--- src/rtl/stack_addressing_unit.sv ---
// Next-address selector with PC register and a bounded LIFO return stack.
// Address is combinational; PC, stack depth and the sticky error flag are registered.
module stack_addressing_unit #(
  parameter int unsigned     AW           = 16,
  parameter int unsigned     IW           = 8,
  parameter int unsigned     DEPTH        = 8,
  parameter logic [AW-1:0]   RESET_VECTOR = '0
) (
  input  logic                       clk,
  input  logic                       rst_n,
  input  logic [AW-1:0]              Rside,
  input  logic [IW-1:0]              Iside,
  input  logic                       ResetPC,
  input  logic                       PCplusI,
  input  logic                       PCplus1,
  input  logic                       Iplus0,
  input  logic                       Rplus0,
  input  logic                       Call,
  input  logic                       Ret,
  input  logic                       PCenable,
  output logic [AW-1:0]              Address,
  output logic [AW-1:0]              PCout,
  output logic [$clog2(DEPTH):0]     stack_count,
  output logic                       stack_full,
  output logic                       stack_empty,
  output logic                       stack_err
);

  localparam int unsigned PW = $clog2(DEPTH);
  localparam int unsigned CW = PW + 1;

  logic [AW-1:0] pc_q, pc_d;
  logic [CW-1:0] cnt_q, cnt_d;
  logic          err_q, err_d;
  logic [AW-1:0] stack_q [DEPTH];
  logic          push_c;

  logic                 full_c;
  logic                 empty_c;
  logic [AW-1:0]        pc_inc_c;
  logic [AW-1:0]        tos_c;
  logic signed [IW-1:0] imm_s;
  logic [AW-1:0]        imm_sext_c;
  logic [AW-1:0]        imm_zext_c;
  logic [PW-1:0]        rd_idx_c;
  logic [PW-1:0]        wr_idx_c;

  assign full_c     = (cnt_q == CW'(DEPTH));
  assign empty_c    = (cnt_q == '0);
  assign pc_inc_c   = pc_q + AW'(1);
  assign imm_s      = $signed(Iside);
  assign imm_sext_c = AW'(imm_s);
  assign imm_zext_c = AW'(Iside);
  assign rd_idx_c   = PW'(cnt_q - CW'(1));
  assign wr_idx_c   = PW'(cnt_q);
  assign tos_c      = stack_q[rd_idx_c];

  // Fixed-priority next-address mux; an empty-stack return falls through to PC+1.
  always_comb begin
    Address = pc_q;
    if (ResetPC)      Address = RESET_VECTOR;
    else if (Ret)     Address = empty_c ? pc_inc_c : tos_c;
    else if (Call)    Address = Rside;
    else if (PCplusI) Address = pc_q + imm_sext_c;
    else if (PCplus1) Address = pc_inc_c;
    else if (Iplus0)  Address = imm_zext_c;
    else if (Rplus0)  Address = Rside;
  end

  // Stack bookkeeping: only the winning select acts, and only when PCenable is high.
  always_comb begin
    pc_d   = pc_q;
    cnt_d  = cnt_q;
    err_d  = err_q;
    push_c = 1'b0;
    if (PCenable) begin
      pc_d = Address;
      if (ResetPC) begin
        cnt_d = '0;
        err_d = 1'b0;
      end else if (Ret) begin
        if (empty_c) err_d = 1'b1;
        else         cnt_d = cnt_q - CW'(1);
      end else if (Call) begin
        if (full_c) begin
          err_d = 1'b1;
        end else begin
          cnt_d  = cnt_q + CW'(1);
          push_c = 1'b1;
        end
      end
    end
  end

  always_ff @(posedge clk) begin
    if (!rst_n) begin
      pc_q  <= RESET_VECTOR;
      cnt_q <= '0;
      err_q <= 1'b0;
    end else begin
      pc_q  <= pc_d;
      cnt_q <= cnt_d;
      err_q <= err_d;
    end
  end

  // Entry storage carries no reset; validity is tracked by cnt_q alone.
  always_ff @(posedge clk) begin
    if (rst_n && push_c) stack_q[wr_idx_c] <= pc_inc_c;
  end

  assign PCout       = pc_q;
  assign stack_count = cnt_q;
  assign stack_full  = full_c;
  assign stack_empty = empty_c;
  assign stack_err   = err_q;

endmodule

--- config.mk ---
export PLATFORM = sky130hd
export DESIGN_NAME = stack_addressing_unit
export DESIGN_NICKNAME = d
export VERILOG_FILES = /design/src/rtl/stack_addressing_unit.sv
export SDC_FILE = /design/constraint.sdc
export NUM_CORES = 1
export LEC_CHECK = 0
export ABC_AREA = 0
export BUFFER_PORTS_ARGS = -buffer_cell sky130_fd_sc_hd__buf_2
export CAP_MARGIN = 20
export CELL_PAD_IN_SITES_DETAIL_PLACEMENT = 0
export CELL_PAD_IN_SITES_GLOBAL_PLACEMENT = 1
export CORE_MARGIN = 4
export CORE_UTILIZATION = 44
export DETAILED_ROUTE_END_ITERATION = 8
export GPL_ROUTABILITY_DRIVEN = 0
export PLACE_DENSITY_LB_ADDON = 0.1
export SYNTH_ARGS = -nofsm -noshare
export SYNTH_HDL_FRONTEND = slang
export SYNTH_SLANG_ARGS = --single-unit
--- constraint.sdc ---
create_clock -name clk -period 3.5 [get_ports clk]
set_clock_uncertainty 0.2 [all_clocks]
set_input_delay 0.35 -clock clk [delete_from_list [all_inputs] [get_ports clk]]
set_output_delay 0.35 -clock clk [all_outputs]
set_load 0.01 [all_outputs]
Word level (Yosys, flattened, before mapping)
Memories as Yosys holds them, arrays and structs flattened.
Cells that the tools add are included.

storage, ports and cells
  bits in writable memories = 128
  register bits = 21
  memories = 1
  word-level logic and storage cells = 43
  input bits = 34

memories
  memory   depth  bits a word  rd ports  clocked after memory_dff  write ports  line  source
  stack_q  8      16           1         0                         1            35    logic [AW-1:0] stack_q [DEPTH];

cells by class
  add/subtract/negate cells = 4
  equality and inequality tests = 4
  muxes and demuxes = 25
  reductions and logical operators = 6

operator list
  kind                     count
  $mux W16                 8
  $mux W4                  5
  $add A16 B1 Y16 const B  1
  $add A16 B16 Y16         1
  $mux W1                  12
  $reduce_and A4 Y1        2
  $ne A3 B3 Y1 const B     2
  $reduce_bool A3 Y1       2
  $add A4 B1 Y4 const B    1
  $eq A4 B4 Y1 const B     1
  $logic_not A4 Y1         1
  $sub A4 B1 Y4 const B    1
  $ne A3 B2 Y1 const B     1
  $logic_and A1 B1 Y1      1

Depth between registers and ports, before layout
  depth in word-level cells = 9
  mapped depth = 13
  depth with buffers taken out = 9

Worst setup path before layout
Ideal clock, no wire load.

  path type = reg2reg
  start point = reg cnt_q[0], in the netlist stack_count[0]
  end point = mem stack_q[1][0] (enable)
  cell stages (with the launch flop) = 10
  path slack = -310 ps
  arrival = 3200 ps
  clock period less this slack = 3810 ps
  library setup time = 409 ps
  cells stage by stage = dfxtp_1 > buf_4 > buf_4 > buf_4 > inv_1 > ha_1 > and3b_1 > nor4_1 > nand2_1 > nor3_1

between the ends
  longest elaborated chain between the ends = 9

ends and longest elaborated chain
  element                        line  source
  start, declared                33    logic [CW-1:0] cnt_q, cnt_d;
  start signal, assigned         102   cnt_q <= cnt_d;
  $eq A4 B4 Y1                   48    assign full_c = (cnt_q == CW'(DEPTH));
  net stack_full                 24    output logic stack_full,
  $mux W1                        85    if (full_c) begin
  $mux W1                        84    end else if (Call) begin
  $mux W1                        81    end else if (Ret) begin
  $mux W1                        78    if (ResetPC) begin
  $mux W1                        76    if (PCenable) begin
  $logic_and A1 B1 Y1            109   if (rst_n && push_c) stack_q[wr_idx_c] <= pc_inc_c;
  $mux W1                        109
  $mux W1 (not written as such)  109
  end, declared                  35

The timed path passes the listed nets, and every way through them passes these cells.

Final worst setup path
  start point = reg pc_q[0], in the netlist PCout[0]
  end point = out Address[8]

between the ends
  longest elaborated chain between the ends = 6

ends and longest elaborated chain
  element                 line  source
  start, declared         32    logic [AW-1:0] pc_q, pc_d;
  start signal, assigned  101   pc_q <= pc_d;
  $add A16 B1 Y16         50    assign pc_inc_c = pc_q + AW'(1);
  $mux W16                65    else if (PCplus1) Address = pc_inc_c;
  $mux W16                64    else if (PCplusI) Address = pc_q + imm_sext_c;
  $mux W16                63    else if (Call) Address = Rside;
  $mux W16 *              62    else if (Ret) Address = empty_c ? pc_inc_c : tos_c;
  $mux W16 *              61    if (ResetPC) Address = RESET_VECTOR;
  end, declared           21    output logic [AW-1:0] Address,

Every way passes the cells marked *; elsewhere a longest branch is shown, timed or not.

==> metrics.md <==
| Metric | Value |
|---|---|
| First-pass GRT wire length | 33.4 mm |
| Psw | roughly 1.2 mW |
| Clock root cell | clkbuf_16 |
| Rel. slew slack | 0.523 |
| CTS Sinks | 149 |
| Mean Syn Cell Area | 12.5 um^2 |
| Most frequent cells in the layout | 128 x edfxtp_1, 72 x buf_2, 58 x nand2_1 |
| # setup viols final | 0 |
| Worst EP required | 2.95 ns |
| Via count | approximately 5600 |
| R2r endpoint | stack_q[3][13] |
| Area leader, netlist | edfxtp_1 |
| Min-Delay Endpoint | PCout[3] |
| H-tree Lvls | 4 |
| Sequential power share | 0.438 |
| Critical hold path startpoint | Rside[3] |
| Drt via density | a little under 6 |
| Vias in the first global route | 5687 |
| Max-cap viol count | 0 |
| Die X | roughly 140 um |
| Status | completed |
| Leakage | 3.43 nW |
| DR WL/cell | 22.5 um |
| Mapped Area | 0.00788 mm^2 |
| Final net count | 775 |
| First DRT Iteration DRCs | 530 |
| Power per Cell Area | a little under 500 mW/mm^2 |
| Peak supply drop | 0.351 mV |
| Tcrit/Tclk final | 0.962 |
| R2r setup slk | 0.50 ns |
| Tot GR Track Use | 0.220 |
| Placed instance area | ~0.0087 mm^2 |
| Syn_nets | 681 |
| Clock power frac | 0.387 |
| Final min period | 3.37 ns |
| Internal power | 3.32 mW |
| I/O pins | 73 |
| Initial antenna violation count | 0 |
| Fmax | 297 MHz |
| Reg clk slew, reported paths | 0.07 ns |
| Async SR Flop Fraction | 0 |
| Setup_tns | 0 ns |
| Critical R2R Launch | stack_count[1] |
| Most common cell after layout, fill and taps aside | edfxtp_1 |
| CTS Hold Bufs | 0 |
| Total grt overflow | 0 |
| Critical path endpoint category | primary output |
| Critical Path Start Type | flip-flop |
| Initial Util | 0.452 |
| Worst Path Max Fanout | 3 |
| Sequential-to-total area share from yosys stat | 0.541 |
| Estimated wirelength of the detail-placed design | roughly 15 mm |
| Core area | 0.0174 mm^2 |
| #FFs+latches synth | 149 |
| CTS tree | done |
| Number of hold violations in the final report | 0 |
| Clk buf depth | 2 |
| # diodes | 0 |
| Worst-margin pin slew | 0.713 ns |
| Remaining antenna violation count | 0 |
| DRC errors left | 0 |
| Die Height | 142 um |
| Total wire length | 21.6 mm |
| Final Slew Violations | 0 |
| Inst Count DP | 928 |
| Distinct cells, synth | 61 |
| I/O Buffers | 72 |
| Cell Rows | 48 |
| Gate power share | 0.174 |
| Synth warn | 0 |
| Design Power | 4.54 mW |
| Core Util, Final | 0.533 |
| CP arrival | 2.82 ns |
| Share of cells above drive strength 1 | 0.285 |
| TritonCTS buffer count | 17 |
| Largest net degree at the start of global routing | 36 |
| Clock Latency Late Sink | 0.42 ns |
| Net Sw Frac | 0.268 |
| Setup Crit Path Kind | flip-flop to primary output |
| P&R area growth vs syn | 17.9% |
| Die ar. | ~0.020 mm^2 |
| Hold Crit Class | input port to flip-flop |
| Hold Path Depth | 3 |
| Design area | 0.00929 mm^2 |
| DRT Pass-1 Iters | 5 |
| Number of enable flip-flop cells after synthesis | 128 |
| Worst R2R Path Depth | 7 |
| Top cell type's share of synthesized area | 0.488 |
| Post-route insts no fill | 958 |
| Synth Instances | 628 |
| Ys flop type | edfxtp_1 |
| Top area cells in the synthesized netlist | edfxtp_1 49%, mux4_2 9.2%, dfxtp_1 5.3% |
==> worst max path at each step <==
stage / slack (ns) / to / start / cells after the start
6_report: 0.13 / Address[8] / PCout[0] / 9
5_1_grt: -0.0005 / Address[8] / stack_count[1] / 9
4_1_cts: 0.01 / Address[15] / PCout[3] / 9
3_5_place_dp: 0.21 / Address[10] / Iside[0] / 11
3_3_place_gp: 0.22 / Address[10] / Iside[0] / 11
2_1_floorplan: 0.12 / stack_q[7][0] / stack_count[0] / 9
==> synthesized netlist by cell type, types with 3 or more instances <==
| cell | instances |
|---|---|
| buf_6 | 4 |
| clkbuf_2 | 3 |
| mux4_2 | 32 |
| mux2i_1 | 26 |
| nor2b_1 | 7 |
| mux2_2 | 4 |
| nor3_1 | 10 |
| nand3_1 | 13 |
| o31ai_1 | 4 |
| o2111ai_1 | 4 |
| buf_4 | 6 |
| a21o_1 | 5 |
| a31oi_1 | 10 |
| dfxtp_1 | 21 |
| buf_2 | 11 |
| nand2_1 | 58 |
| o211ai_1 | 14 |
| xor2_1 | 9 |
| ha_1 | 18 |
| o22ai_1 | 3 |
| nor2_1 | 39 |
| nand2b_1 | 4 |
| edfxtp_1 | 128 |
| inv_1 | 16 |
| a311oi_1 | 3 |
| a21oi_1 | 39 |
| o21ai_1 | 3 |
| and3_1 | 3 |
| xnor2_1 | 16 |
| o21ba_2 | 6 |
| or3_1 | 3 |
| nor4_1 | 4 |
| o21ai_0 | 42 |
| a221oi_1 | 3 |
| a211oi_1 | 14 |
| clkbuf_1 | 12 |
==> repair_timing <==
| action | 4_1_cts | 5_1_grt |
|---|---|---|
| setup buffers | 0 | 0 |
| endpoints found under the hold margin | 0 | 0 |
| pin swaps | 0 | 2 |
| gates resized for setup | 2 | 11 |
| endpoints found under the setup margin | 3 | 7 |
==> power groups by stage <==
stage          Clock (mW)  Sequential (mW)  Combinational, mW
4_1_cts              1.79             1.99              0.783
5_1_grt              1.87             1.99              0.864
3_5_place_dp            0             2.02              0.778
2_1_floorplan           0             2.03              0.505
6_report             1.76             1.99              0.789
3_3_place_gp            0             2.02              0.769
==> registers in the layout, summed over array words and instances (netlist names) <==
| signal | count |
|---|---|
| PCout | 16 |
| stack_q | 128 |
| stack_count | 4 |
| stack_err | 1 |
==> final cells by class <==
| class | count | area [um^2] |
|---|---|---|
| clock buffers | 17 | 425 |
| clock inverters | 13 | 134 |
| well taps | 225 | 282 |
| multi-input cells | 426 | 3390 |
| inverters | 16 | 60.1 |
| fillers | 1524 | 8130 |
| repair buffers | 112 | 727 |
| flip-flops and latches | 149 | 4270 |
==> cells by family after synthesis <==
group                    synth area share
AO/OA/AOI/OAI                       0.135
AND/OR/NAND/NOR                    0.0958
adder cells (fa/ha/maj)            0.0311
buffers and inverters              0.0346
multiplexers                        0.130
flip-flops                          0.541
XOR/XNOR                           0.0319
==> worst max-delay path, stage by stage (launching register included) <==
cell	delay [ns]
dfxtp_1	0.31
ha_1	0.21
fa_2	0.36
a21o_1	0.23
a311oi_2	0.36
o21ai_0	0.18
xnor2_1	0.16
a211oi_1	0.09
a311o_1	0.35
buf_2	0.15
==> routing by layer <==
layer / global-route usage / vias to the layer above / part of all wire
li1: - / 2637 / -
met1: 0.301 / 2764 / 0.44
met2: 0.357 / 201 / 0.48
met3: 0.0418 / 37 / 0.057
met4: 0.0687 / 0 / 0.020
met5: 0 / - / 0
==> metrics by stage <==
step                      hold WS [ns]  worst slack [ns]
after floorplan                  0.269             0.115
after global placement           0.234             0.223
after detailed placement         0.259             0.211
after CTS                       0.0685            0.0150
after global routing             0.105         -0.000469
final                           0.0835             0.133
Power figures use the tool's default switching activity.
